## config.mk

```make
export PLATFORM = sky130hd
export DESIGN_NAME = spi_master
export DESIGN_NICKNAME = d
export VERILOG_FILES = /design/src/rtl/spi_pkg.sv /design/src/rtl/spi_clk_gen.sv /design/src/rtl/spi_master.sv
export SDC_FILE = /design/constraint.sdc
export NUM_CORES = 1
export LEC_CHECK = 0
export BUFFER_PORTS_ARGS = -buffer_cell sky130_fd_sc_hd__buf_2
export CAP_MARGIN = 20
export CORE_MARGIN = 3
export CORE_UTILIZATION = 50
export DETAILED_ROUTE_END_ITERATION = 16
export GPL_TIMING_DRIVEN = 0
export PLACE_DENSITY = 0.71
export SLEW_MARGIN = 20
export SYNTH_ARGS = -nofsm -noshare
export SYNTH_HDL_FRONTEND = slang
export SYNTH_HIERARCHICAL = 1
export SYNTH_SLANG_ARGS = --single-unit
```

## constraint.sdc

```tcl
create_clock -name clk -period 2.9 [get_ports clk]
set_clock_uncertainty 0.1 [all_clocks]
set_input_delay 0.145 -clock clk [delete_from_list [all_inputs] [get_ports clk]]
set_output_delay 0.145 -clock clk [all_outputs]
set_load 0.05 [all_outputs]
```

## src/rtl/spi_pkg.sv

```systemverilog
// Shared definitions for the SPI master: FSM state encoding, mode-0 pad
// levels and the width of the shared bit/hold counter.
package spi_pkg;

    typedef enum logic [1:0] {
        IDLE  = 2'd0,
        SHIFT = 2'd1,
        HOLD  = 2'd2
    } spi_state_t;

    // Mode 0: s_clk idles low, sample on rise, launch after fall.
    localparam logic SCLK_IDLE   = 1'b0;
    localparam logic SAMPLE_RISE = 1'b1;
    localparam logic CS_ACTIVE   = 1'b0;
    localparam logic CS_IDLE     = 1'b1;

    // Wide enough for DATA_W (<= 32) falls and CLK_DIV-2 (<= 253) hold cycles.
    localparam int unsigned SPI_CNT_W = 8;

endpackage

```

## src/rtl/spi_clk_gen.sv

```systemverilog
// Serial clock generator: divides clk by CLK_DIV per half-period while
// enabled, and flags the clk edge on which s_clk rises or falls.
module spi_clk_gen
    import spi_pkg::*;
#(
    parameter int CLK_DIV = 4
) (
    input  logic clk,
    input  logic reset_n,
    input  logic en,
    output logic rise_stb,
    output logic fall_stb,
    output logic s_clk
);

    localparam int unsigned CW = $clog2(CLK_DIV + 1);

    logic [CW-1:0] cnt;
    logic          toggle;

    // The first enabled edge is the chip-select fall, so the counter runs
    // 1..CLK_DIV and the first toggle lands CLK_DIV edges after it.
    always_comb begin
        toggle   = en && (cnt == CW'(CLK_DIV));
        rise_stb = toggle && (s_clk == SCLK_IDLE);
        fall_stb = toggle && (s_clk != SCLK_IDLE);
    end

    // Divider counter and s_clk level; parked at idle whenever disabled.
    always_ff @(posedge clk) begin
        if (!reset_n || !en) begin
            cnt   <= '0;
            s_clk <= SCLK_IDLE;
        end else if (toggle) begin
            cnt   <= CW'(1);
            s_clk <= ~s_clk;
        end else begin
            cnt   <= cnt + CW'(1);
        end
    end

endmodule

```

## src/rtl/spi_master.sv

```systemverilog
// SPI mode-0 master, one DATA_W-bit frame per handshake, MSB first.
// Optional SPI_MASTER_LOOPBACK_EN adds a loopback input that samples the
// internal mosi instead of the miso pad.
module spi_master
    import spi_pkg::*;
#(
    parameter int DATA_W  = 8,
    parameter int CLK_DIV = 4
) (
    input  logic              clk,
    input  logic              reset_n,
    input  logic [DATA_W-1:0] tx_data,
    input  logic              tx_valid,
    output logic              tx_ready,
    output logic [DATA_W-1:0] rx_data,
    output logic              rx_valid,
    output logic              busy,
    output logic              s_clk,
    output logic              mosi,
    input  logic              miso,
    output logic              chip_sel
`ifdef SPI_MASTER_LOOPBACK_EN
    ,
    input  logic              loopback
`endif
);

    spi_state_t           state, state_nxt;
    logic [DATA_W-1:0]    tx_sh, rx_sh;
    logic [SPI_CNT_W-1:0] cnt;
    logic                 accept, last_fall, hold_done, clk_en;
    logic                 rise_stb, fall_stb, sample_bit;

    spi_clk_gen #(
        .CLK_DIV(CLK_DIV)
    ) u_clk_gen (
        .clk      (clk),
        .reset_n  (reset_n),
        .en       (clk_en),
        .rise_stb (rise_stb),
        .fall_stb (fall_stb),
        .s_clk    (s_clk)
    );

    // Handshake, frame/hold termination and next-state decode.
    always_comb begin
        tx_ready   = reset_n && (state == IDLE);
        busy       = (state != IDLE);
        accept     = tx_valid && tx_ready;
        clk_en     = (state == SHIFT);
        last_fall  = (state == SHIFT) && fall_stb && (cnt == SPI_CNT_W'(DATA_W - 1));
        hold_done  = (state == HOLD) && (cnt == SPI_CNT_W'(CLK_DIV - 2));
`ifdef SPI_MASTER_LOOPBACK_EN
        sample_bit = loopback ? mosi : miso;
`else
        sample_bit = miso;
`endif
        state_nxt  = state;
        case (state)
            IDLE:    if (accept)    state_nxt = SHIFT;
            SHIFT:   if (last_fall) state_nxt = HOLD;
            HOLD:    if (hold_done) state_nxt = IDLE;
            default:                state_nxt = IDLE;
        endcase
    end

    // State register.
    always_ff @(posedge clk) begin
        if (!reset_n) state <= IDLE;
        else          state <= state_nxt;
    end

    // Shift registers, counter and registered pad outputs. Pads follow the
    // pre-edge state, so chip_sel/mosi appear one cycle after acceptance.
    always_ff @(posedge clk) begin
        if (!reset_n) begin
            tx_sh    <= '0;
            rx_sh    <= '0;
            rx_data  <= '0;
            rx_valid <= 1'b0;
            mosi     <= 1'b0;
            chip_sel <= CS_IDLE;
            cnt      <= '0;
        end else begin
            rx_valid <= last_fall;
            chip_sel <= ((state == SHIFT) && !last_fall) ? CS_ACTIVE : CS_IDLE;
            case (state)
                IDLE: begin
                    cnt  <= '0;
                    mosi <= 1'b0;
                    if (accept) tx_sh <= tx_data;
                end
                SHIFT: begin
                    if (rise_stb == SAMPLE_RISE)
                        rx_sh <= {rx_sh[DATA_W-2:0], sample_bit};
                    if (fall_stb) begin
                        tx_sh <= {tx_sh[DATA_W-2:0], 1'b0};
                        cnt   <= cnt + SPI_CNT_W'(1);
                    end
                    if (last_fall) begin
                        cnt     <= '0;
                        rx_data <= rx_sh;
                        mosi    <= 1'b0;
                    end else begin
                        mosi <= fall_stb ? tx_sh[DATA_W-2] : tx_sh[DATA_W-1];
                    end
                end
                HOLD: begin
                    cnt  <= cnt + SPI_CNT_W'(1);
                    mosi <= 1'b0;
                end
                default: begin
                    cnt  <= '0;
                    mosi <= 1'b0;
                end
            endcase
        end
    end

endmodule

```

# [Yosys cells after proc, flatten, opt, wreduce, memory -nomap -nowiden]
# Index checks and enable logic that the tools add are counted.
[totals] reg_bits=41 in_bits=12 out_inout_bits=14
[op_classes] add_sub_neg=2 eq_ne=10 mux=13 n_bitwise=3 n_reduce_logical=22
[op_table] operator="8-bit 2-to-1 mux" n=4
[op_table] operator="8-bit case mux with 2 select lines" n=2
[op_table] operator="1-bit logical AND" n=9
[op_table] operator="8-bit by 1-bit adder with 8-bit output (second input constant)" n=1
[op_table] operator="8-bit by 2-bit equality test with 1-bit output (second input constant)" n=1
[op_table] operator="8-bit by 3-bit equality test with 1-bit output (second input constant)" n=1
[op_table] operator="2-bit != test (second input constant)" n=4
[op_table] operator="2-bit 2-to-1 mux" n=3
[op_table] operator="2-bit case mux with 3 select lines" n=1
[op_table] operator="3-bit AND reduction" n=2
[op_table] operator="2-bit AND reduction" n=2
[op_table] operator="2-bit nonzero test" n=2
[op_table] operator="3-bit by 1-bit adder with 3-bit output (second input constant)" n=1
[op_table] operator="3-bit equality test (second input constant)" n=1
[op_table] operator="1-bit zero test" n=3
[op_table] operator="1-bit 2-to-1 mux" n=3
[op_table] operator="3-bit != test (second input constant)" n=1
[op_table] operator="1-bit NOT" n=3
[op_table] operator="3-bit OR reduction" n=1
[op_table] operator="2-bit by 1-bit equality test with 1-bit output (second input constant)" n=1
[op_table] operator="2-bit equality test (second input constant)" n=1
[op_table] operator="2-bit zero test" n=1
[op_table] operator="2-bit OR reduction" n=1
[op_table] operator="1-bit logical OR" n=1

# [Logic depth before layout (Yosys ltp)]
# Gate-level depths: netlist of the first run.
[logic_depth] ltp_word=8 depth_mapped=10 ltp_nobuf=8

# [Modules after synthesis]
# The synthesis of the first run kept the hierarchy.
[by_module_without_submodules] module="spi_master" instances=1 cells_each=189 area_each_um2=1677.9 seq_area_each_um2=740.7
[by_module_without_submodules] module="spi_clk_gen" instances=1 cells_each=22 area_each_um2=196.4 seq_area_each_um2=80.1

# [Worst setup path before layout of the first run]
# Ideal clock, no wire load.
[synth_timing] kind="register -> register" from="register state[1]" to="register tx_sh[6]" setup_ns=0.086 arrival_ns=1.868 path_slack_ns=0.846 path_stages_with_launch=11 path_buffers=2 cell_sequence="dfxtp_1 > inv_1 > ha_1 > nand3_1 > nor2_1 > nor2b_1 > buf_2 > a211oi_4 > buf_4 > nor2_1 > a211oi_1"
[synth_via] elab_chain_len=5 elab_cells_between_ends=11
[synth_lines] element="start: declaration" line="spi_master.sv:28" text="spi_state_t state, state_nxt;"
[synth_lines] element="start signal: assignment" line="spi_master.sv:70" text="else state <= state_nxt;"
[synth_lines] element="2-bit by 1-bit equality test with 1-bit output" line="spi_master.sv:50" text="clk_en = (state == SHIFT);"
[synth_lines] element="via clk_en" line="spi_master.sv:31" text="logic accept, last_fall, hold_done, clk_en;"
[synth_lines] element="1-bit logical AND" line="spi_clk_gen.sv:24" text="toggle = en && (cnt == CW'(CLK_DIV));"
[synth_lines] element="1-bit logical AND" line="spi_clk_gen.sv:26" text="fall_stb = toggle && (s_clk != SCLK_IDLE);"
[synth_lines] element="via fall_stb" line="spi_master.sv:32" text="logic rise_stb, fall_stb, sample_bit;"
[synth_lines] element="2-bit != test (no line)"
[synth_lines] element="3-bit AND reduction (no line)"
[synth_lines] element="end signal: assignment" line="spi_master.sv:91" text="if (accept) tx_sh <= tx_data;"
[synth_lines] element="end signal: assignment" line="spi_master.sv:97" text="tx_sh <= {tx_sh[DATA_W-2:0], 1'b0};"
[synth_lines] element="end: declaration" line="spi_master.sv:29" text="logic [DATA_W-1:0] tx_sh, rx_sh;"
# The timed path passes the listed nets, and every way through them passes these cells.
# A chain may end at the register's enable or synchronous reset.

# [Final worst setup path of the first run]
[layout_timing] from="register state[1]" to="register tx_sh[7]"
# Same word-level chain as after synthesis.

==> results.toml, run 1 <==
[run_status]
status = "complete, no violations"

[synth]
synth-simple-area-share = 0.218
synth_flop_cell = "dfxtp_1"
synthMuxAreaShare = 0.0961
synth_top_family_by_area = "simple AND/OR/NAND/NOR gates"
syn_area_um2 = 1870
synth_edf_count = 0
synthCells = 211
ys_async_sr_fraction = 0
synthTopCellsByCount = "dfxtp_1, nand2_1, nor2_1, mux2i_1, a21oi_1"
ys_top_cells_by_area = "dfxtp_1, mux2i_1, ha_1, nand2_1, nor2_1"
synth_top_cell_area_share = 0.438
synth_xor_area_frac = 0.0140
synth_seq_cells = 41
synth_top_area_cell = "dfxtp_1"
ys_seq_area_frac = 0.438
syn_area_per_cell_um2 = 8.88
ys_types = 36
syn-num-nets = 232
yosys_warnings = 6
synth-compound-area-share = 0.129
synthAdderAreaFrac = 0.0601
synth.most_common_cell = "dfxtp_1"

[detailed_routing]
final_antenna_net_count = 0
via_per_inst = 5.24
drc_errors = 0
vias = 1520
wl_per_cell_um = 12.4
routed_wl_um = 3600
dr.pass1.iters = 4
initialDrtViolationCount = 75

[pwr]
p_per_area_nw_per_um2 = 767
power.leakage_nw = 0.872
ir_drop_uv = 420
total_power_mw = 1.66

[critical_path]
crit_required_ps = 3010
crit_fanout = 10
crit_path_end_kind = "flop"
crit_path_start_kind = "flop"
timing.rr.end = "tx_sh[7]"
r2r-start = "state[1]"
path_class = "flop to flop"
crit_arrival_ps = 2560
reg2reg_depth = 10
rrSetupSlack_ps = 450

[sta]
post-route-min-period_ps = 2450
tns_ps = 0
slew_headroom = 0.681
worst_pin_slew_ps = 476
grt_setup_unrepaired = "false"
min_period_over_period = 0.846
slew_violations = 0
finalHoldViolCount = 0
fmax_mhz = 408
finalSetupViolCount = 0
setup_ws_ps = 447

[global_routing]
antenna_found_initial = 0
overflow = 0
grt_max_degree = 13
grt_usage = 0.183
grt_pass1_wl_um = 6250
grt_pass1_vias = 1400

[clocking]
post_cts_buffers = 0
h-tree-depth = 2
cts_root_buf = "clkbuf_8"
clockBufferDepth = 2
cts_resized = 0
cts.clk_slew.worst_paths_ps = 70
clock_latency_ps = 290
cts_tree = "yes"
cts_buffers = 5
cts_sinks = 41

[floorplan]
die_h_um = 67.2
start_util = 0.540
die_x_um = 67.2
num_io_pins = 26
fp.dieArea_um2 = 4520
num_rows = 21
core_um2 = 3470

[hold_path]
hold_depth = 3
hold_end = "tx_sh[0]"
hold_start = "tx_data[0]"
hp-class = "input pin to flop"

[placed_design]
hpwl_um = 2620
port_buffers = 25
postPlaceCellArea_um2 = 2060
dp_slack_ps = 485
place.gp.congestion = 0.796

[cells_and_area]
antennaDiodeCount = 0
nets = 265
final_util = 0.626
fin_area_um2 = 2170
drive_above_1_share = 0.164
syn_to_final_growth_pct = 15.8

[run]
drv_cap = 0
## worst max-delay path: stages, from the launching register on
cell	delay, ps
dfxtp_1	340
inv_1	120
ha_1	280
nand3_1	130
nor2_1	300
nor2b_1	80
buf_2	200
a211oi_4	340
buf_4	240
nor2_1	50
a211oi_1	190
## logic make-up (layout without fill, tap and decap cells)
kind of cell,Yosys count,after routing
and+or+nand+nor,85,85
DFF,41,41
AOI/OAI and AO/OA,36,36
buffers and inverters,19,52
muxes,18,18
adders and majority gates,9,9
xor gates and xnor gates,3,3
## flip-flops by register name, indices dropped and copies added (netlist names)
register,flops
cnt,8
state,2
rx_valid,1
u_clk_gen/s_clk,1
chip_sel,1
rx_data,8
rx_sh,8
mosi,1
tx_sh,8
u_clk_gen/cnt,3
## power by group
group,switching [mW],internal (mW),leakage (nW)
Clock,0.189,0.250,0.0540
Combinational,0.361,0.201,0.486
Sequential,0.0378,0.625,0.332
## metrics by stage
stage | hold WS [ps] | std cells
after floorplan | 128 | 211
after global placement | 313 | 282
after detailed placement | 311 | 282
after CTS | 21.3 | 290
after global routing | 61.3 | 290
final | 25.9 | 290
## cells in the final DEF, fill, tap and decap left out, drive strengths merged, types with 3 or more instances in the layout
cell type	synthesis	routed
a211oi	10	10
a21oi	16	16
buf	4	29
clkbuf	5	10
dfxtp	41	41
ha	9	9
inv	10	10
mux2i	18	18
nand2	26	26
nand2b	3	3
nand3	12	12
nor2	27	27
o21ai	3	3
or3	4	4
## worst max path at each step
| stage | from | end | slack (ps) | cells past startpoint |
|---|---|---|---|---|
| 2_1_floorplan | state[1] | tx_sh[6] | 850 | 10 |
| 3_3_place_gp | state[1] | tx_sh[7] | 500 | 10 |
| 3_5_place_dp | state[1] | tx_sh[7] | 490 | 10 |
| 4_1_cts | state[1] | tx_sh[7] | 460 | 10 |
| 5_1_grt | state[1] | tx_sh[6] | 190 | 10 |
| 6_report | state[1] | tx_sh[7] | 450 | 10 |
## layer usage
metal | global-route usage | part of all wire
met1 | 0.237 | 0.49
met2 | 0.287 | 0.44
met3 | 0.0416 | 0.048
met4 | 0.0886 | 0.025
met5 | 0 | 0
## timing repair
item | 4_1_cts | 5_1_grt
setup endpoints to repair | 0 | 0
hold endpoints to repair | 1 | 0
hold buffers | 1 | 0
## final cells by class
| type | count | area (um^2) |
|---|---|---|
| plain buffers | 9 | 47.5 |
| clock buffers | 5 | 68.8 |
| clock inverters | 2 | 35.0 |
| fillers | 307 | 1300 |
| inverters | 10 | 37.5 |
| multi-input cells | 151 | 968 |
| flip-flops and latches | 41 | 821 |
| well taps | 46 | 57.6 |
| repair buffers | 26 | 135 |
Note: power is estimated with default switching activity, not from simulation.
==> run 2: changes to the inputs <==
Settings changed: PLACE_DENSITY 0.71 to 0.74.
Clock period 2.9 ns to 2.2 ns, I/O delays scaled along.
==> run 2 against run 1 <==
Cell count rose by 2.1%. Worst setup slack got worse by 290 ps. Core utilization rose by 3.1 points. Cell area rose by 5.0%. Clock-buffer cell count did not move. Clock power rose by 68%. Via count rose by 1.8%.
==> results.toml, run 2 (synthesized netlist as in run 1, its figures left out) <==
[run_status]
status = "complete, no violations"

[global_routing]
grt_pass1_wl_um = 6330
overflow = 0
grt_usage = 0.183
grt_max_degree = 15
antenna_found_initial = 0
grt_pass1_vias = 1379

[clocking]
cts_tree = "yes"
cts_buffers = 5
clock_latency_ps = 300
cts.clk_slew.worst_paths_ps = 80
h-tree-depth = 2
cts_root_buf = "clkbuf_8"
cts_sinks = 41
clockBufferDepth = 2

[critical_path]
crit_arrival_ps = 2180
crit_family = "simple AND/OR/NAND/NOR gates"
cp_slowest_cell = "or4b_1"
max_stage_delay_ps = 490
crit_chain = "inv_1 > ha_2 > nand3_1 > nor2_4 > nand2b_1 > nand2_1 > or4b_1 > a31oi_1"
crit_path_start_kind = "flop"
crit_path_end_kind = "flop"
crit_buf_inv = 1
crit_fanout = 6
crit_required_ps = 2330
path_class = "flop to flop"

[placed_design]
place.gp.congestion = 0.839
dp_slack_ps = -194
place_inst = 282
hpwl_um = 2590
port_buffers = 25

[pwr]
combPwrFrac = 0.328
total_power_mw = 2.41
switchingPower_uw = 824
seqPwrFrac = 0.365
switching_share = 0.341
power.leakage_nw = 0.914
internal_power_mw = 1.59
clkPwrFrac = 0.307
ir_drop_uv = 795
p_per_area_nw_per_um2 = 1060

[cells_and_area]
layout_commonest_cell = "dfxtp_1"
nets = 270
syn_to_final_growth_pct = 21.6
final_cell_mix = "dfxtp_1, buf_2, nand2_1"
final_util = 0.657
antennaDiodeCount = 0
stdcell_count = 296
drive_above_1_share = 0.196

[sta]
post-route-min-period_ps = 2050
slew_headroom = 0.672
finalHoldViolCount = 0
fmax_mhz = 489
finalSetupViolCount = 0
grt_setup_unrepaired = "false"
worst_pin_slew_ps = 491
setup_ws_ps = 153
slew_violations = 0
tns_ps = 0
min_period_over_period = 0.930

[detailed_routing]
final_antenna_net_count = 0
routed_wl_um = 3830
drc_errors = 0
vias = 1547
wl_per_cell_um = 12.9
via_per_inst = 5.23
dr.pass1.iters = 4
initialDrtViolationCount = 90

[floorplan]
die_h_um = 67.2
num_io_pins = 26
num_rows = 21
start_util = 0.540
core_um2 = 3470
die_x_um = 67.2
fp.dieArea_um2 = 4520

[hold_path]
hp-class = "input pin to flop"

[run]
drv_cap = 0
run 2: tightest hold or removal path, cell delays in order:
cell      delay [ps]
buf_2             90
mux2i_1          110
a211oi_1          80
run 2: power groups by stage:
| stage | combinational [mW] | sequential (mW) | clock, mW |
|---|---|---|---|
| detailed placement | 0.735 | 0.890 | 0 |
| global placement | 0.734 | 0.887 | 0 |
| global route | 0.870 | 0.890 | 0.778 |
| finish | 0.793 | 0.882 | 0.740 |
| CTS | 0.767 | 0.873 | 0.742 |
| floorplan | 0.576 | 0.894 | 0 |
run 2: repair_timing:
action | CTS | global route
setup endpoints to repair | 9 | 9
endpoints found under the hold margin | 3 | 0
pin swaps | 1 | 2
gates resized for setup | 3 | 6
hold buffers | 3 | 0
buffers inserted | 1 | 2
run 2: stage by stage:
step                      area (um^2)  hold WS [ps]
after floorplan                  1870          92.6
after global placement           2060           275
after detailed placement         2060           278
after CTS                        2240          42.6
after global routing             2280          62.2
final                            2280          37.4
run 2: final timing paths:
check	end	from	depth (start not counted)	slack, ps
setup reg to reg	cnt[7]	u_clk_gen/cnt[0]	8	150
setup / recovery	cnt[7]	u_clk_gen/cnt[0]	8	150
hold / removal	tx_sh[3]	tx_data[3]	3	40
hold reg to reg	rx_sh[7]	rx_sh[7]	2	360
run 2: final cells by class:
| class | count | area, um^2 |
|---|---|---|
| Fill cell | 305 | 1190 |
| Multi-Input combinational cell | 151 | 991 |
| Sequential cell | 41 | 822 |
| Timing Repair Buffer | 31 | 181 |
| Clock buffer | 5 | 68.8 |
| Clock inverter | 3 | 68.8 |
| Tap cell | 46 | 57.6 |
| Buffer | 9 | 51.3 |
| Inverter | 10 | 37.5 |
run 2: routing by layer:
| layer | GRT usage | up-vias | share of wire | routed length, um |
|---|---|---|---|---|
| li1 | - | 807 | - | - |
| met1 | 0.249 | 701 | 0.48 | 1850 |
| met2 | 0.288 | 32 | 0.46 | 1750 |
| met3 | 0.0399 | 7 | 0.049 | 188 |
| met4 | 0.0608 | 0 | 0.0094 | 36 |
| met5 | 0 | - | 0 | 0 |
